--- config.mk ---
export PLATFORM = sky130hd
export DESIGN_NAME = dram_burst_reader
export DESIGN_NICKNAME = d
export VERILOG_FILES = /design/src/rtl/dram_burst_reader.sv
export SDC_FILE = /design/constraint.sdc
export NUM_CORES = 1
export LEC_CHECK = 0
export BUFFER_PORTS_ARGS = -buffer_cell sky130_fd_sc_hd__clkbuf_2
export CAP_MARGIN = 20
export CORE_ASPECT_RATIO = 1.5
export CORE_MARGIN = 2
export CORE_UTILIZATION = 38
export CTS_BUF_LIST = sky130_fd_sc_hd__clkbuf_4 sky130_fd_sc_hd__clkbuf_8
export DETAILED_ROUTE_END_ITERATION = 7
export GPL_TIMING_DRIVEN = 0
export PLACE_DENSITY_LB_ADDON = 0.12
export SLEW_MARGIN = 5
export SYNTH_ARGS = -nofsm -noshare
export SYNTH_HDL_FRONTEND = slang
export SYNTH_SLANG_ARGS = --single-unit
export TNS_END_PERCENT = 5
--- constraint.sdc ---
create_clock -name rd_clk -period 3 [get_ports rd_clk]
set_input_delay 0.45 -clock rd_clk [delete_from_list [all_inputs] [get_ports rd_clk]]
set_output_delay 0.45 -clock rd_clk [all_outputs]
set_load 0.005 [all_outputs]
--- src/rtl/dram_burst_reader.sv ---
// Burst read engine for a simple dual-port RAM.
// A start request (base address + length) makes the engine issue consecutive read
// addresses. It tracks reads still in flight through the fixed RAM read latency and
// buffers the returned words in a small FIFO. Words leave on a valid/ready stream
// with a last flag. Credit-based issue control means the FIFO can never overflow.
module dram_burst_reader #(
  parameter int unsigned ADDR_W = 11,
  parameter int unsigned DATA_W = 16,
  parameter int unsigned RD_LAT = 1
) (
  input  logic              rd_clk,
  input  logic              rd_rst,
  input  logic              start,
  input  logic [ADDR_W-1:0] start_addr,
  input  logic [ADDR_W:0]   start_len,
  output logic [ADDR_W-1:0] rd_addr,
  input  logic [DATA_W-1:0] rd_data,
  output logic [DATA_W-1:0] m_data,
  output logic              m_valid,
  input  logic              m_ready,
  output logic              m_last,
  output logic              busy,
  output logic              done
);

  localparam int unsigned FIFO_DEPTH = RD_LAT + 2;
  localparam int unsigned LEN_W      = ADDR_W + 1;
  localparam int unsigned PTR_W      = $clog2(FIFO_DEPTH);
  localparam int unsigned CNT_W      = $clog2(FIFO_DEPTH + 1);
  localparam logic [CNT_W:0] DEPTH_LIM = (CNT_W + 1)'(FIFO_DEPTH);

  typedef enum logic [1:0] {
    S_IDLE,
    S_READ,
    S_DRAIN
  } state_t;

  state_t state, state_nxt;

  logic [ADDR_W-1:0] addr;
  logic [LEN_W-1:0]  remaining;

  // in-flight pipe: bit i set means a read issued i+1 clocks ago
  logic [RD_LAT-1:0] pipe_vld;
  logic [RD_LAT-1:0] pipe_last;

  logic [DATA_W-1:0] fifo_data [FIFO_DEPTH];
  logic              fifo_last [FIFO_DEPTH];
  logic [PTR_W-1:0]  wptr, rptr;
  logic [CNT_W-1:0]  fifo_count;
  logic [CNT_W-1:0]  in_flight;

  logic accept;
  logic issue_ok;
  logic issue;
  logic is_last_issue;
  logic push;
  logic pop;
  logic drained;
  logic done_nxt;

  function automatic logic [PTR_W-1:0] ptr_inc(input logic [PTR_W-1:0] p);
    return (p == PTR_W'(FIFO_DEPTH - 1)) ? '0 : p + PTR_W'(1);
  endfunction

  assign rd_addr = addr;
  assign busy    = (state != S_IDLE);

  assign accept        = (state == S_IDLE) && start && (start_len != '0);
  assign is_last_issue = (remaining == LEN_W'(1));
  assign issue_ok      = ({1'b0, fifo_count} + {1'b0, in_flight}) < DEPTH_LIM;
  assign issue         = (state == S_READ) && issue_ok;
  assign push          = pipe_vld[RD_LAT-1];

  assign m_valid = (fifo_count != '0);
  assign pop     = m_valid && m_ready;
  assign m_data  = m_valid ? fifo_data[rptr] : '0;
  assign m_last  = m_valid && fifo_last[rptr];

  // The final pop is counted here so done appears the clock right after the last handshake.
  assign drained = (in_flight == '0) &&
                   ((fifo_count == '0) || ((fifo_count == CNT_W'(1)) && pop));

  // Count of reads issued but not yet pushed into the FIFO
  always_comb begin
    in_flight = '0;
    for (int unsigned i = 0; i < RD_LAT; i++) begin
      in_flight = in_flight + CNT_W'(pipe_vld[i]);
    end
  end

  // Next-state and done-pulse decode
  always_comb begin
    state_nxt = state;
    done_nxt  = 1'b0;
    case (state)
      S_IDLE: begin
        if (start) begin
          if (start_len != '0) begin
            state_nxt = S_READ;
          end else begin
            done_nxt = 1'b1;
          end
        end
      end
      S_READ: begin
        if (issue && is_last_issue) begin
          state_nxt = S_DRAIN;
        end
      end
      S_DRAIN: begin
        if (drained) begin
          state_nxt = S_IDLE;
          done_nxt  = 1'b1;
        end
      end
      default: state_nxt = S_IDLE;
    endcase
  end

  // State register and registered done pulse
  always_ff @(posedge rd_clk) begin
    if (rd_rst) begin
      state <= S_IDLE;
      done  <= 1'b0;
    end else begin
      state <= state_nxt;
      done  <= done_nxt;
    end
  end

  // Read address and remaining-word counter
  always_ff @(posedge rd_clk) begin
    if (rd_rst) begin
      addr      <= '0;
      remaining <= '0;
    end else if (accept) begin
      addr      <= start_addr;
      remaining <= start_len;
    end else if (issue) begin
      addr      <= addr + ADDR_W'(1);
      remaining <= remaining - LEN_W'(1);
    end
  end

  // Shift register following each issued read through the RAM latency
  always_ff @(posedge rd_clk) begin
    if (rd_rst) begin
      pipe_vld  <= '0;
      pipe_last <= '0;
    end else begin
      pipe_vld[0]  <= issue;
      pipe_last[0] <= issue && is_last_issue;
      for (int unsigned i = 1; i < RD_LAT; i++) begin
        pipe_vld[i]  <= pipe_vld[i-1];
        pipe_last[i] <= pipe_last[i-1];
      end
    end
  end

  // FIFO storage; contents are never observed while the FIFO is empty
  always_ff @(posedge rd_clk) begin
    if (push) begin
      fifo_data[wptr] <= rd_data;
      fifo_last[wptr] <= pipe_last[RD_LAT-1];
    end
  end

  // FIFO pointers and occupancy
  always_ff @(posedge rd_clk) begin
    if (rd_rst) begin
      wptr       <= '0;
      rptr       <= '0;
      fifo_count <= '0;
    end else begin
      if (push) begin
        wptr <= ptr_inc(wptr);
      end
      if (pop) begin
        rptr <= ptr_inc(rptr);
      end
      case ({push, pop})
        2'b10:   fifo_count <= fifo_count + CNT_W'(1);
        2'b01:   fifo_count <= fifo_count - CNT_W'(1);
        default: fifo_count <= fifo_count;
      endcase
    end
  end

endmodule

# After elaboration in Yosys (flattened, before gate mapping)
# Memories as Yosys holds them, arrays and structs flattened. A register that Yosys moved wholly into a read port is not among the register bits.
# Cells that the tools add are included.
[word_totals]
memories = 2
ram_bits = 51
regBits = 34
inputBits = 43
[op_classes]
n_lt_le_gt_ge = 1
n_reduce_logical = 18
n_mux = 23
eq_ne = 12
add_sub_neg = 7
[memory_table]
columns = ["memory", "depth", "width", "read_ports", "rd_ports_with_merged_regs", "write_ports", "line", "text"]
rows = [
  ["fifo_data", 3, 16, 1, 1, 1, "47", "logic [DATA_W-1:0] fifo_data [FIFO_DEPTH];"],
  ["fifo_last", 3, 1, 1, 1, 1, "48", "logic fifo_last [FIFO_DEPTH];"],
]
[ops]
columns = ["operator", "count"]
rows = [
  ["2-to-1 mux 12 bit", 2],
  ["2-to-1 mux 11 bit", 2],
  ["2-to-1 mux 2 bit", 10],
  ["2-to-1 mux 16 bit", 1],
  ["equality test 12 x 1 -> 1 bit, second input constant", 1],
  ["nonzero test 12 bit", 1],
  ["subtractor 12 x 1 -> 12 bit, second input constant", 1],
  ["adder 11 x 1 -> 11 bit, second input constant", 1],
  ["equality test 2 bit, second input constant", 4],
  ["logical AND 1 bit", 8],
  ["nonzero test 2 bit", 4],
  ["adder 2 x 1 -> 2 bit, second input constant", 3],
  ["equality test 2 x 1 -> 1 bit, second input constant", 3],
  ["zero test 2 bit", 3],
  ["case mux 2 bit (3 select lines)", 1],
  ["2-to-1 mux 1 bit", 5],
  ["inequality test 2 x 1 -> 1 bit, second input constant", 2],
  ["inequality test 2 bit, second input constant", 2],
  ["case mux 2 bit (2 select lines)", 1],
  ["AND reduction 4 bit", 1],
  ["adder 2 x 1 -> 3 bit", 1],
  ["less-than comparator 3 x 2 -> 1 bit, second input constant", 1],
  ["case mux 1 bit (2 select lines)", 1],
  ["subtractor 2 x 1 -> 2 bit, second input constant", 1],
  ["logical OR 1 bit", 1],
]

# Logic depth before layout (Yosys ltp)
[logic_depth]
depth_word = 7
depth_mapped = 9
depth_no_buf = 8

# Worst setup path after synthesis
# Ideal clock, no wire load.
[synth_path]
path_kind = "reg2reg"
startpoint = "register pipe_vld"
endpoint = "register addr[9] (netlist: rd_addr[9])"
arrival_ns = 2.136
path_buffers = 1
path_slack_ns = 0.773
period_less_slack_ns = 2.227
stages_incl_launch_ff = 8
path_cell_list = "dfxtp_1 -> ha_1 -> ha_1 -> or3b_1 -> buf_6 -> or3_4 -> or3_1 -> a311oi_1"
[synth_between]
elab_chain_len = 4
[synth_rtl]
columns = ["element", "line", "text"]
rows = [
  ["start, declared", "44", "logic [RD_LAT-1:0] pipe_vld;"],
  ["start signal, assigned by index", "155", "pipe_vld[i] <= pipe_vld[i-1];"],
  ["adder 2 x 1 -> 3 bit", "71", "assign issue_ok = ({1'b0, fifo_count} + {1'b0, in_flight}) < DEPTH_LIM;"],
  ["less-than comparator 3 x 2 -> 1 bit", "71", ""],
  ["logical AND 1 bit", "72", "assign issue = (state == S_READ) && issue_ok;"],
  ["nonzero test 2 bit (no line)", "-", ""],
  ["end signal, assigned", "138", "addr <= start_addr;"],
  ["end signal, assigned", "141", "addr <= addr + ADDR_W'(1);"],
  ["end, declared", "40", "logic [ADDR_W-1:0] addr;"],
]
# Every way passes these cells.
# A chain may end at the register's enable or synchronous reset.

==> metrics.txt <==
WS Path Type=flop to primary output; Initial Util=38.8%; synth top area cells=edfxtp_1 (39%), dfxtp_1 (19%), nor2_1 (5.6%); Syn Area/Cell=10.7 um2; Routed Wire Length=9690 um; design area=4700 um2; vias per cell=5.44; Die X=86.6 um; Startpoint Class=flop; IO buf count=72; Seq/Total Area, Yosys=57.9%; final hold slack=0.301 ns; crit-path cells=clkbuf_1, clkbuf_2, mux2i_1, nor2_1, a21oi_1, nor2_1, clkbuf_2; dpl cell area=4440 um2; # IOs=74; Max FO, Critical Path=10; worst slew pin tran=0.855 ns; antenna-violating nets left=0; TritonCTS Sinks=87; antenna violations before repair=0; CTS Hold Bufs=0; Cells after Synth=363; Max rail drop VDD=0.287 mV; drc violations=0; # setup viols final=0; Post-synth EDFFs=51; P_leak=1.78 nW; cts repair resizes=0; Hold Path Class=input pin to flop; average wire per standard cell=16.9 um; Max Slew Vio Count=0; top cells by instance count after synthesis=nor2_1 (58), edfxtp_1 (51), dfxtp_1 (36); DIE HEIGHT=128 um; asr flop ratio synth=0%; Adder-Cell Fraction of Synth Area=2.57%; post-DP HPWL=7020 um; Compound-Gate Fraction of Synth Area=12.9%; Seq cells post-synth=87; Max Fclk=376 MHz; largest family of logic cells by synthesized area=simple AND/OR/NAND/NOR gates; CTS tree=done; Iteration-0 DRC Markers=105; Yosys top cell by area=edfxtp_1; Mapped Nets=414; grt ovf=0; CTS Buf Count=9; DR pass1 iterations=4; total die area=11100 um2; mapped cell area=3890 um2; Worst Path Required=2.55 ns; antenna cells=0; Worst Path Arrival=2.21 ns; post-synthesis simple-gate area fraction=17.3%; GRT Util Overall=18.1%; most frequent cell after synthesis=nor2_1; Layout area overhead=20.7%; FP Rows=45; reg2reg setup slack=0.56 ns; PD cells=685 nW/um2; Skew-Pair Late Insertion Delay=0.35 ns; CP Capture Type=primary output; RSZ-0062 raised after global routing=no; fin crit share=88.6%; vias in the first global route=3136; vias after detailed routing=3114; worst clock skew=0.00549 ns; Synth top area share=39.4%; gpl congestion=0.870; NumNets Final=501; Yosys warnings=0; setup bufs post-CTS=0; H-tree levels=3; min cycle time layout=2.66 ns; pin count of the biggest net entering global routing=16; status=complete, no violations; layout cell share with drive strength beyond 1=23.7%; main flop type after synthesis=edfxtp_1; Final Hold Vio Count=0; CTS Root Cell=clkbuf_8; max_cap viols=0; clock buffer depth=2; Synth cell types=46; slowest stage cell, crit path=clkbuf_1; clk slew on worst S/H paths=0.08 ns; xor/xnor share of the synthesized area=1.80%; max_slew headroom=42.7%; multiplexer share of the synthesized area=4.37%; first-pass GRT wire length=15400 um; core area=10000 um2; biggest cell delay along the critical path=0.48 ns
per-stage QoR:
stage	std cells	setup WS (ns)	utilization [%]	TNS (ns)	total power, mW
finish	572	0.343	46.9	0	3.21
detailed placement	555	0.441	44.3	0	2.26
global placement	552	-0.157	43.9	-2.65	2.24
floorplan	363	0.773	-	0	1.94
global route	572	0.200	46.9	0	3.40
CTS	571	0.0481	46.8	0	3.25
power breakdown:
| part | internal, mW | switching, mW |
|---|---|---|
| Combinational | 0.334 | 0.486 |
| Sequential | 1.34 | 0.0640 |
| Clock | 0.575 | 0.413 |
| Total | 2.25 | 0.964 |
critical path, delay by kind of cell, from the launching register on:
| kind | cells | cell delay [ns] |
|---|---|---|
| AND/OR/NAND/NOR | 2 | 0.12 |
| flip-flops | 1 | 0.31 |
| AO/OA/AOI/OAI | 1 | 0.14 |
| buffers and inverters | 3 | 1.06 |
| multiplexers | 1 | 0.23 |
final cells by class:
type | instances | area (um2)
fill | 959 | 5330
sequential | 87 | 2250
multi-input combinational | 247 | 1520
timing repair buffer | 76 | 403
tap | 117 | 146
clock buffer | 11 | 139
clock inverter | 5 | 106
buffer | 20 | 91.3
inverter | 9 | 33.8
logic make-up (layout without fill, tap and decap cells):
logic type	count (synthesis)	in the layout
simple gates	137	137
flops	87	87
compound gates	77	77
buf+inv	29	121
mux	17	17
fa+ha+maj	8	8
xor+xnor	8	8
layout by cell type, fill, tap and decap left out, types with 2 or more instances in the layout:
cell / netlist / final
a211oi_1: 10 / 10
a21oi_1: 31 / 31
a22oi_1: 3 / 3
a311oi_1: 3 / 3
a31oi_1: 8 / 8
a32oi_1: 2 / 2
and3_1: 3 / 3
and4_1: 3 / 3
buf_6: 2 / 2
buf_8: 0 / 2
bufinv_16: 0 / 3
clkbuf_1: 17 / 16
clkbuf_2: 0 / 74
clkbuf_4: 0 / 2
clkbuf_8: 0 / 9
dfxtp_1: 36 / 36
edfxtp_1: 51 / 51
ha_1: 8 / 8
inv_1: 9 / 9
mux2i_1: 17 / 17
nand2_1: 19 / 19
nand3_1: 8 / 8
nand4_1: 5 / 5
nor2_1: 58 / 56
nor2_2: 0 / 2
nor2b_1: 4 / 4
nor3_1: 10 / 9
nor4_1: 8 / 8
o211ai_1: 3 / 3
o21ai_0: 6 / 6
o221a_2: 2 / 2
o311ai_0: 3 / 3
or2_2: 2 / 2
or3_1: 7 / 7
or3b_2: 2 / 2
xnor2_1: 5 / 5
xor2_1: 3 / 3
flip-flops by register name (all words and copies together), names as in the netlist, named ones only:
signal      cells
wptr            2
fifo_count      2
fifo_data      48
done            1
remaining      12
fifo_last       3
state           2
pipe_last       1
rptr            2
rd_addr        11
pipe_vld        1
metal layers:
layer  up-vias  GRT usage, %  routed length, um  part of all wire (%)
li1       1524             -                  -                     -
met3        20          3.73                497                   5.1
met2       103          32.7               5080                    52
met1      1467          19.9               3820                    39
met4         0          8.27                284                   2.9
met5         -             0                  0                     0
path summary, 6_finish.rpt:
check | start | endpoint | cells past startpoint
worst min-delay path | rd_data[10] | fifo_data[2][10]$_DFFE_PP_ | 1
worst min register to register | pipe_last$_SDFF_PP0_ | fifo_last[1]$_DFFE_PP_ | 0
worst max-delay path | flop | m_data[7] | 7
worst max register to register | pipe_vld$_SDFF_PP0_ | rd_addr[9]$_SDFFE_PP0P_ | 7
No activity file was read; power rests on OpenSTA's default activity.
